$ cat config.mk
export PLATFORM = sky130hd
export DESIGN_NAME = ndff_bus_sync_filter_flat
export DESIGN_NICKNAME = d
export VERILOG_FILES = /design/src/rtl/ndff_sync_pkg.sv /design/src/rtl/ndff_bus_sync_filter_if.sv /design/src/rtl/ndff_filter_chan.sv /design/src/rtl/ndff_bus_sync_filter.sv /design/src/flat_wrapper.sv
export SDC_FILE = /design/constraint.sdc
export NUM_CORES = 1
export LEC_CHECK = 0
export ABC_AREA = 1
export CELL_PAD_IN_SITES_DETAIL_PLACEMENT = 0
export CELL_PAD_IN_SITES_GLOBAL_PLACEMENT = 1
export CORE_ASPECT_RATIO = 1.25
export CORE_MARGIN = 3
export CORE_UTILIZATION = 31
export DETAILED_ROUTE_END_ITERATION = 16
export GPL_ROUTABILITY_DRIVEN = 1
export PLACE_DENSITY_LB_ADDON = 0.15
export SYNTH_ARGS = -nofsm -noshare
export SYNTH_HDL_FRONTEND = slang
export SYNTH_SLANG_ARGS = --single-unit
$ cat constraint.sdc
create_clock -name dest_clk -period 1.2 [get_ports dest_clk]
set_input_delay 0.18 -clock dest_clk [delete_from_list [all_inputs] [get_ports dest_clk]]
set_output_delay 0.18 -clock dest_clk [all_outputs]
set_load 0.02 [all_outputs]
$ cat src/rtl/ndff_sync_pkg.sv
// ndff_sync_pkg: shared constants and helpers for the multi-channel synchroniser/filter.
package ndff_sync_pkg;
  localparam int DEFAULT_NUM_OF_FLOPS = 2;
  function automatic int cnt_width(input int f);
    return (f < 1) ? 1 : $clog2(f + 1);
  endfunction
endpackage

$ cat src/rtl/ndff_bus_sync_filter_if.sv
// ndff_bus_sync_filter_if: async level inputs and synchronised level/pulse outputs.
//   D_in         async level inputs, one bit per channel
//   D_out        synchronised (optionally deglitched) levels
//   rise_pulse   1-cycle pulse on D_out 0->1
//   fall_pulse   1-cycle pulse on D_out 1->0
//   change_pulse rise_pulse | fall_pulse
interface ndff_bus_sync_filter_if #(parameter int NUM_CHANNELS = 4);
  logic [NUM_CHANNELS-1:0] D_in, D_out, rise_pulse, fall_pulse, change_pulse;
  modport master (output D_in, input D_out, rise_pulse, fall_pulse, change_pulse);
  modport slave (input D_in, output D_out, rise_pulse, fall_pulse, change_pulse);
endinterface

$ cat src/rtl/ndff_filter_chan.sv
// ndff_filter_chan: one channel - N-flop synchroniser, optional stability filter, edge pulses.
//   dest_clk/rst  clock, async active-high reset (all state loads RESET_VAL)
//   d_in          async level input
//   d_out         synchronised/filtered level
//   rise/fall/change  single-cycle pulses aligned with the first cycle of a new d_out
module ndff_filter_chan import ndff_sync_pkg::*; #(
  parameter int NUM_OF_FLOPS = DEFAULT_NUM_OF_FLOPS,
  parameter int FILTER_CYCLES = 0,
  parameter logic RESET_VAL = 1'b0
) (
  input logic dest_clk,
  input logic rst,
  input logic d_in,
  output logic d_out,
  output logic rise,
  output logic fall,
  output logic change
);
  logic [NUM_OF_FLOPS-1:0] chain;
  logic sync_q, d_prev;
  always_ff @(posedge dest_clk or posedge rst)
    if (rst) chain <= {NUM_OF_FLOPS{RESET_VAL}};
    else chain <= {chain[NUM_OF_FLOPS-2:0], d_in};
  assign sync_q = chain[NUM_OF_FLOPS-1];
  if (FILTER_CYCLES == 0) begin : g_bypass
    assign d_out = sync_q;
  end else begin : g_filt
    localparam int CW = cnt_width(FILTER_CYCLES);
    logic [CW-1:0] cnt;
    // cnt counts consecutive cycles of disagreement; any agreement restarts it
    always_ff @(posedge dest_clk or posedge rst)
      if (rst) begin
        cnt <= '0;
        d_out <= RESET_VAL;
      end else if (sync_q == d_out) begin
        cnt <= '0;
      end else if (cnt == CW'(FILTER_CYCLES - 1)) begin
        cnt <= '0;
        d_out <= sync_q;
      end else begin
        cnt <= cnt + CW'(1);
      end
  end
  always_ff @(posedge dest_clk or posedge rst)
    if (rst) d_prev <= RESET_VAL;
    else d_prev <= d_out;
  assign rise = d_out & ~d_prev;
  assign fall = ~d_out & d_prev;
  assign change = rise | fall;
endmodule

$ cat src/rtl/ndff_bus_sync_filter.sv
// ndff_bus_sync_filter: NUM_CHANNELS independent async levels synchronised into dest_clk.
//   dest_clk  the only clock
//   rst       async active-high reset; everything returns to RESET_VALUE, pulses 0
//   bus       slave side of ndff_bus_sync_filter_if (D_in in; D_out and pulses out)
module ndff_bus_sync_filter import ndff_sync_pkg::*; #(
  parameter int NUM_CHANNELS = 4,
  parameter int NUM_OF_FLOPS = DEFAULT_NUM_OF_FLOPS,
  parameter int FILTER_CYCLES = 0,
  parameter logic [NUM_CHANNELS-1:0] RESET_VALUE = '0
) (
  input logic dest_clk,
  input logic rst,
  ndff_bus_sync_filter_if.slave bus
);
  logic [NUM_CHANNELS-1:0] d_out, rise, fall, change;
  if (NUM_OF_FLOPS < 2) begin : g_bad_flops
    $error("ndff_bus_sync_filter: NUM_OF_FLOPS must be >= 2");
  end
  if (NUM_CHANNELS < 1) begin : g_bad_chans
    $error("ndff_bus_sync_filter: NUM_CHANNELS must be >= 1");
  end
  if (FILTER_CYCLES < 0) begin : g_bad_filter
    $error("ndff_bus_sync_filter: FILTER_CYCLES must be >= 0");
  end
  for (genvar i = 0; i < NUM_CHANNELS; i++) begin : g_chan
    ndff_filter_chan #(
      .NUM_OF_FLOPS(NUM_OF_FLOPS),
      .FILTER_CYCLES(FILTER_CYCLES),
      .RESET_VAL(RESET_VALUE[i])
    ) u_chan (
      .dest_clk(dest_clk),
      .rst(rst),
      .d_in(bus.D_in[i]),
      .d_out(d_out[i]),
      .rise(rise[i]),
      .fall(fall[i]),
      .change(change[i])
    );
  end
  assign bus.D_out = d_out;
  assign bus.rise_pulse = rise;
  assign bus.fall_pulse = fall;
  assign bus.change_pulse = change;
endmodule

$ cat src/flat_wrapper.sv
// flat-port wrapper written by rule: the top's interface ports become plain ports
module ndff_bus_sync_filter_flat import ndff_sync_pkg::*;
#(
  parameter int NUM_CHANNELS = 4,
  parameter int NUM_OF_FLOPS = DEFAULT_NUM_OF_FLOPS,
  parameter int FILTER_CYCLES = 0,
  parameter logic [NUM_CHANNELS-1:0] RESET_VALUE = '0
)
  (dest_clk, rst, bus_D_in, bus_D_out, bus_rise_pulse, bus_fall_pulse, bus_change_pulse);
  ndff_bus_sync_filter_if #(.NUM_CHANNELS(NUM_CHANNELS)) bus_i ();
  input logic dest_clk;
  input logic rst;
  input wire logic [$bits(bus_i.D_in)-1:0] bus_D_in;
  output wire logic [$bits(bus_i.D_out)-1:0] bus_D_out;
  output wire logic [$bits(bus_i.rise_pulse)-1:0] bus_rise_pulse;
  output wire logic [$bits(bus_i.fall_pulse)-1:0] bus_fall_pulse;
  output wire logic [$bits(bus_i.change_pulse)-1:0] bus_change_pulse;
  assign bus_i.D_in = bus_D_in;
  assign bus_D_out = bus_i.D_out;
  assign bus_rise_pulse = bus_i.rise_pulse;
  assign bus_fall_pulse = bus_i.fall_pulse;
  assign bus_change_pulse = bus_i.change_pulse;
  ndff_bus_sync_filter #(.NUM_CHANNELS(NUM_CHANNELS), .NUM_OF_FLOPS(NUM_OF_FLOPS), .FILTER_CYCLES(FILTER_CYCLES), .RESET_VALUE(RESET_VALUE)) u_core (.dest_clk(dest_clk), .rst(rst), .bus(bus_i));
endmodule
== Yosys cells after proc, flatten, opt, wreduce, memory -nomap -nowiden ==
Index checks and enable logic that the tools add are counted.
Operators by class
  bitwise operators: 20
Operators with widths (number)
  $and 1x1->1: 8
  $not 1->1: 8
  $or 1x1->1: 4
Word-level totals
  bits in registers: 12
  bits of input ports: 6
  output and inout port bits: 16
  word-level logic and storage cells: 28

== Logic depth before layout (Yosys ltp) ==
Gate-level depths: netlist (run 1).
  word-level depth: 3
  mapped depth: 4
  depth with buffers taken out: 3

== Hierarchy ==
From an unflattened synthesis (run 1), not the netlist that was laid out.
Second synthesis, totals
  cells, all modules: 36
  area, all modules: 460.4 µm²
By module, submodules not included
  ndff_filter_chan: area each 115.1 µm², times used 4, cells each 9, sequential area each 75.1 µm²

== Worst setup path before layout (run 1) ==
No wires, ideal clock.
  kind: reg2out
  start: register u_core.g_chan[0].u_chan.chain[1]
  end: output bus_change_pulse[0]
  cell stages (with the launch flop): 5
  data required time: 1020 ps
  buffers on the path: 1
  setup slack: 176 ps
  data arrival time: 844 ps
  path through: dfrtp_1 > inv_1 > ha_1 > inv_1 > buf_4
Between the ends
  cells in the longest elaborated chain, start to end: 3
  elaborated cells between the ends (all ways): 4
  those cells by class: 4 x bitwise
Ends and longest elaborated chain
  start: declaration: RTL line ndff_filter_chan.sv:19  | logic [NUM_OF_FLOPS-1:0] chain;
  start signal: assignment: RTL line ndff_filter_chan.sv:22  | if (rst) chain <= {NUM_OF_FLOPS{RESET_VAL}};
  start signal: assignment: RTL line ndff_filter_chan.sv:23  | else chain <= {chain[NUM_OF_FLOPS-2:0], d_in};
  $not 1->1: RTL line ndff_filter_chan.sv:48  | assign fall = ~d_out & d_prev;
  $and 1x1->1: RTL line ndff_filter_chan.sv:48
  $or 1x1->1 *: RTL line ndff_filter_chan.sv:49  | assign change = rise | fall;
  end: declaration: RTL line flat_wrapper.sv:17  | output wire logic [$bits(bus_i.change_pulse)-1:0] bus_change_pulse;
Every way passes the cells marked *; elsewhere a longest branch is shown, timed or not.

== Final worst setup path (run 1) ==
  start: register u_core.g_chan[3].u_chan.chain[1]
  end: output bus_change_pulse[3]
Between the ends
  cells in the longest elaborated chain, start to end: 3
  elaborated cells between the ends (all ways): 4
  those cells by class: 4 x bitwise
Ends and longest elaborated chain (RTL line)
  start: declaration: ndff_filter_chan.sv:19
  start signal: assignment: ndff_filter_chan.sv:22
  start signal: assignment: ndff_filter_chan.sv:23
  $not 1->1: ndff_filter_chan.sv:48
  $and 1x1->1: ndff_filter_chan.sv:48
  $or 1x1->1 *: ndff_filter_chan.sv:49
Marked as above.

==> key figures, run 1 <==
STA
  • Clock skew: 0.000194 ns
  • RSZ-0062 raised after global routing: true
  • Max-slew headroom: 71.3%
  • Final Cycle Share: 108%
  • F_max: 769 MHz
  • Final WS setup: -0.101 ns
  • Final Hold Viols: 0
  • Worst slew pin tran: 0.429 ns
  • Slew Limit Fails: 0
  • Final setup viols: 8
  • Min Tclk post-route: 1.30 ns

Yosys
  • Synth Cell Area: 569 um2
  • Post-synth top area cell: dfrtp_1
  • Synth cell types: 4
  • Top cell type's share of synthesized area: 52.7%
  • Syn Nets: 63
  • Largest cells by area after synthesis: dfrtp_1 53%, buf_4 21%, ha_1 18%, inv_1 8.6%
  • Mean Syn Cell Area: 11.6 um2
  • YS warnings: 0
  • FF+latch count, synth: 12
  • Post-synthesis sequential area ratio: 52.7%
  • Mapped Cells: 49

Placement
  • PortBufs: 21
  • Pre-CTS setup slack: -0.282 ns
  • Post-DP Area: 712 um2
  • GP Congestion: 0.634
  • DPL Wire Length: 553 um
  • Inst Count DP: 76

Setup path
  • Worst Path Max Fanout: 2
  • CP max stage cell: dfrtp_1
  • Crit path cell chain: inv_2 > ha_4 > inv_2 > buf_6
  • CP most frequent cell: inv_2
  • CP required: 1.02 ns
  • Worst reg2reg setup slack: 0.55 ns
  • CP Capture Type: primary output
  • Reg2reg end: u_core.g_chan[3].u_chan.d_prev$_DFF_PP0_
  • Reg2Reg Depth: 1
  • CP Class: flip-flop to primary output
  • Crit. Startpoint: u_core.g_chan[3].u_chan.chain[1]$_DFF_PP0_
  • Slowest stage delay, CP: 0.39 ns
  • CP startpoint kind: flip-flop
  • Reg2reg start: u_core.g_chan[3].u_chan.chain[1]$_DFF_PP0_
  • Worst EP arrival: 1.12 ns
  • Crit path to: bus_change_pulse[3]

Flow run
  • Maxcap violations: 0

Global routing
  • Overall global routing resource usage: 7.54%
  • First-pass GRT wire length: 1.21 mm
  • Vias in the first global route: 286
  • Initial antenna violation count: 0
  • Pin count of the biggest net entering global routing: 13
  • GRT overflow: 0

Cells and area
  • Diodes inserted: 0
  • Share of cells above drive strength 1: 61.3%
  • Most frequent cells in the layout: 13 x buf_6, 12 x dfrtp_1, 6 x inv_2, 6 x inv_1, 6 x ha_4
  • Final Instance Count excl. Fillers: 80
  • Most common cell after layout, fill and taps aside: buf_6
  • Post-route cell area: 818 um2
  • Nets: 78
  • P&R area growth vs syn: 43.7%

Power
  • PwrDens: 1080 nW/um2
  • Leakage power: 0.410 nW
  • Peak supply drop: 0.542 mV

Floorplan
  • Starting density of the core: 34.7%
  • Die W: 44.3 um
  • Core ar.: 1640 um2
  • Die Height: 53.9 um
  • Die ar.: 2390 um2
  • I/O pin count: 22
  • Cell row count: 16

Clocking
  • CTS max path bufs: 2
  • Hold Buf Count CTS: 0
  • Cts bufs inserted: 3
  • Clk slew on worst S/H paths: 0.07 ns
  • Root Driver: clkbuf_4
  • H-tree depth: 1
  • Clk_lat worst skew: 0.26 ns
  • # clock sinks: 12
  • CTS tree: done

Run status
  • Violated checks: negative setup slack
  • Outcome: complete, but fails checks

Routing
  • Wire per inst: 9.65 um
  • Residual DRC: 0
  • Metal-1 WL: 300 um
  • DRT Pass-1 Iters: 1
  • Met2 WL: 363 um
  • Highest routed layer: met4
  • Post-route ant nets: 0
  • Via count: 310
  • Routed WL: 772 um
  • Vias per cell: 3.88
  • DR WL met3: 92 um
  • Starting DRT DRC Count: 0

Hold path
  • Hold crit path type: primary input to async pin
## stage by stage
step | util [%] | hold WS [ns] | setup TNS [ns] | total power, W
after global placement | 43.4 | 0.333 | -2.44 | 0.000617
final | 49.8 | 0.208 | -0.566 | 0.000880
after CTS | 43.5 | 0.220 | -0.716 | 0.000852
after floorplan | - | 0.0447 | 0 | 0.000565
after detailed placement | 43.4 | 0.335 | -2.44 | 0.000619
after global routing | 49.8 | 0.247 | -0.997 | 0.000929
## layer usage
metal  global-route usage (%)  vias up
met4                     7.54        0
met2                     10.7       16
li1                         -      150
met5                        0        -
met3                     3.34        2
met1                     8.09      142
## synth_stat cells
| cell type | n |
|---|---|
| dfrtp_1 | 12 |
| inv_1 | 13 |
| buf_4 | 16 |
| ha_1 | 8 |
## how the worst min path moves through the flow
stage | from | to | slack (ns) | depth (start not counted)
after floorplan | rst | u_core.g_chan[0].u_chan.chain[0]$_DFF_PP0_ | 0.04 | 1
after global placement | u_core.g_chan[2].u_chan.chain[0]$_DFF_PP0_ | u_core.g_chan[2].u_chan.chain[1]$_DFF_PP0_ | 0.33 | 0
after detailed placement | u_core.g_chan[2].u_chan.chain[0]$_DFF_PP0_ | u_core.g_chan[2].u_chan.chain[1]$_DFF_PP0_ | 0.33 | 0
after CTS | rst | u_core.g_chan[0].u_chan.d_prev$_DFF_PP0_ | 0.22 | 2
after global routing | rst | u_core.g_chan[1].u_chan.d_prev$_DFF_PP0_ | 0.25 | 2
final | rst | u_core.g_chan[1].u_chan.d_prev$_DFF_PP0_ | 0.21 | 2
## timing repair
| item | in CTS | in global routing |
|---|---|---|
| endpoints found under the setup margin | 16 | 12 |
| setup buffers | 0 | 1 |
| hold endpoints to repair | 0 | 0 |
| resized for setup | 84 | 24 |
| pin swaps | 1 | 5 |
## critical path, delay by kind of cell (launching register included)
| family | cells | cell delay (ns) |
|---|---|---|
| buffers and inverters | 3 | 0.21 |
| DFF | 1 | 0.39 |
| adders and majority gates | 1 | 0.25 |
## kinds of logic after synthesis
family,share of synthesized area [%]
buffers and inverters,29.7
adder cells (fa/ha/maj),17.6
flip-flops,52.7
## area by class of cell
type / count / area [um2]
fill: 158 / 823
timing repair buffer: 26 / 244
clock buffer: 3 / 22.5
tap: 18 / 22.5
inverter: 13 / 51.3
multi-input combinational: 8 / 178
sequential: 12 / 300
## report_power, final
| group | switching, W | internal, W | total, W |
|---|---|---|---|
| Sequential | 0.0000128 | 0.000425 | 0.000438 |
| Clock | 0.000121 | 0.000116 | 0.000237 |
| Combinational | 0.000101 | 0.000105 | 0.000206 |
## flip-flops by register name, summed over array words and instances (netlist names)
signal / count
u_core.g_chan.u_chan.chain: 8
u_core.g_chan.u_chan.d_prev: 4
Note: power is estimated with default switching activity, not from simulation.
==> run 2, diff against run 1 <==
--- a/config.mk
+++ b/config.mk
@@ -8,10 +8,10 @@
 export ABC_AREA = 1
 export CELL_PAD_IN_SITES_DETAIL_PLACEMENT = 0
 export CELL_PAD_IN_SITES_GLOBAL_PLACEMENT = 1
-export CORE_ASPECT_RATIO = 1.25
 export CORE_MARGIN = 3
-export CORE_UTILIZATION = 31
+export CORE_UTILIZATION = 43
 export DETAILED_ROUTE_END_ITERATION = 16
+export DONT_BUFFER_PORTS = 1
 export GPL_ROUTABILITY_DRIVEN = 1
 export PLACE_DENSITY_LB_ADDON = 0.15
 export SYNTH_ARGS = -nofsm -noshare
==> run 2 against run 1 <==
The flow still finishes with violations (negative setup slack). Utilization increased by 7.0 points. Via count fell by 17%. Die area shrank 25%. Hold slack better by 0.13 ns.
==> key figures, run 2 (synthesized netlist as in run 1, its figures left out) <==
Cells and area
  • Biggest regs: u_core.g_chan.u_chan.chain (8), u_core.g_chan.u_chan.d_prev (4)
  • Final Instance Count excl. Fillers: 61
  • Most common cell after layout, fill and taps aside: dfrtp_1
  • P&R area growth vs syn: 16.9%
  • Diodes inserted: 0
  • Largest reg by FF count: u_core.g_chan.u_chan.chain
  • Nets: 63
  • Max reg flops: 8
  • Share of cells above drive strength 1: 44.7%
  • Most frequent cells in the layout: 12 x dfrtp_1, 6 x inv_1, 5 x ha_4, 5 x dlygate4sd3_1, 4 x inv_2

Setup path
  • Worst EP arrival: 1.07 ns
  • Worst reg2reg setup slack: 0.54 ns
  • Reg2Reg Depth: 1
  • Reg2reg end: u_core.g_chan[3].u_chan.d_prev$_DFF_PP0_
  • Crit. Startpoint: u_core.g_chan[2].u_chan.d_prev$_DFF_PP0_
  • Crit path cell chain: ha_1 > inv_2
  • CP max stage cell: dfrtp_1
  • CP Capture Type: primary output
  • CP startpoint kind: flip-flop
  • CP required: 1.02 ns
  • Reg2reg start: u_core.g_chan[3].u_chan.chain[1]$_DFF_PP0_
  • CP Class: flip-flop to primary output
  • Crit path to: bus_change_pulse[2]
  • Slowest stage delay, CP: 0.40 ns
  • Worst Path Max Fanout: 2

Floorplan
  • Die Height: 42.4 um
  • Starting density of the core: 48.6%
  • Die ar.: 1800 um2
  • Cell row count: 12
  • I/O pin count: 22
  • Die W: 42.4 um
  • Core ar.: 1170 um2

STA
  • Clock skew: 0.000110 ns
  • Min Tclk post-route: 1.25 ns
  • Final WS setup: -0.0548 ns
  • F_max: 797 MHz
  • Final Cycle Share: 105%
  • Max-slew headroom: 72.1%
  • RSZ-0062 raised after global routing: true
  • Final setup viols: 3
  • Slew Limit Fails: 0
  • Total negative slack: -0.128 ns
  • Worst slew pin tran: 0.418 ns
  • Final Hold Viols: 0

Global routing
  • First-pass GRT wire length: 1.16 mm
  • GRT overflow: 0
  • Overall global routing resource usage: 9.36%
  • Pin count of the biggest net entering global routing: 13
  • Initial antenna violation count: 0
  • Vias in the first global route: 267

Placement
  • DPL Wire Length: 594 um
  • PortBufs: 0
  • Inst Count DP: 51
  • GP Congestion: 0.641
  • Pre-CTS setup slack: 0.196 ns

Power
  • Peak supply drop: 0.872 mV
  • Leakage power: 0.332 nW
  • PwrDens: 1230 nW/um2

Run status
  • Violated checks: negative setup slack
  • Outcome: complete, but fails checks

Routing
  • Via count: 258
  • Wire per inst: 11.7 um
  • DRT Pass-1 Iters: 1
  • Post-route ant nets: 0
  • Starting DRT DRC Count: 0
  • Residual DRC: 0
  • Routed WL: 712 um
  • Vias per cell: 4.23

Clocking
  • Clk slew on worst S/H paths: 0.07 ns
  • Cts bufs inserted: 3
  • Root Driver: clkbuf_4
  • CTS max path bufs: 2
  • H-tree depth: 1
  • CTS tree: done
  • Clk_lat worst skew: 0.26 ns
  • # clock sinks: 12

Hold path
  • Hold crit path type: primary input to async pin

Flow run
  • Maxcap violations: 0
[run 2: critical path, delay by kind of cell, from the launching register on]
family,cells,cell delay [ns]
fa+ha+maj,1,0.31
buf+inv,1,0.11
flops,1,0.40
[run 2: layout make-up]
type / instances / area (um2)
multi-input cells: 8 / 163
well taps: 14 / 17.5
inverters: 13 / 56.3
repair buffers: 11 / 106
fillers: 92 / 505
flip-flops and latches: 12 / 300
clock buffers: 3 / 22.5
[run 2: repair_timing]
item                                   in CTS  in global routing
endpoints found under the hold margin      16                  0
pin swaps                                   2                  3
hold buffers                                5                  0
setup endpoints to repair                   8                  7
setup buffers                               0                  2
resized for setup                          12                 10
[run 2: worst min-delay path by stage]
stage	startpoint	to	slack (ns)	depth (start not counted)
after floorplan	rst	u_core.g_chan[0].u_chan.chain[0]$_DFF_PP0_	0.04	1
after global placement	rst	u_core.g_chan[3].u_chan.chain[0]$_DFF_PP0_	0.09	1
after detailed placement	rst	u_core.g_chan[0].u_chan.chain[1]$_DFF_PP0_	0.1	1
after CTS	u_core.g_chan[3].u_chan.chain[0]$_DFF_PP0_	u_core.g_chan[3].u_chan.chain[1]$_DFF_PP0_	0.35	0
after global routing	u_core.g_chan[3].u_chan.chain[0]$_DFF_PP0_	u_core.g_chan[3].u_chan.chain[1]$_DFF_PP0_	0.37	0
final	rst	u_core.g_chan[0].u_chan.chain[1]$_DFF_PP0_	0.34	2
[run 2: stage by stage]
step                      util [%]  hold WS [ns]  area (um2)  power (W)
after global placement        42.4        0.0851         497   0.000542
final                         56.8         0.341         666   0.000822
after floorplan                  -        0.0447         569   0.000565
after CTS                     52.9         0.350         619   0.000813
after detailed placement      42.4        0.0968         497   0.000547
after global routing          56.8         0.365         666   0.000866
[run 2: where the power goes]
part	switching [W]	leakage [nW]	total (W)	internal [W]
registers	0.0000111	0.140	0.000436	0.000425
logic	0.0000913	0.178	0.000152	0.0000608
clock network	0.000118	0.0138	0.000234	0.000116
[run 2: per-layer routing]
metal | wire [um] | vias up | global-route usage, %
li1 | - | 119 | -
met1 | 235 | 121 | 8.67
met2 | 398 | 14 | 15.8
met3 | 54 | 4 | 3.86
met4 | 24 | 0 | 7.45
met5 | 0 | - | 0
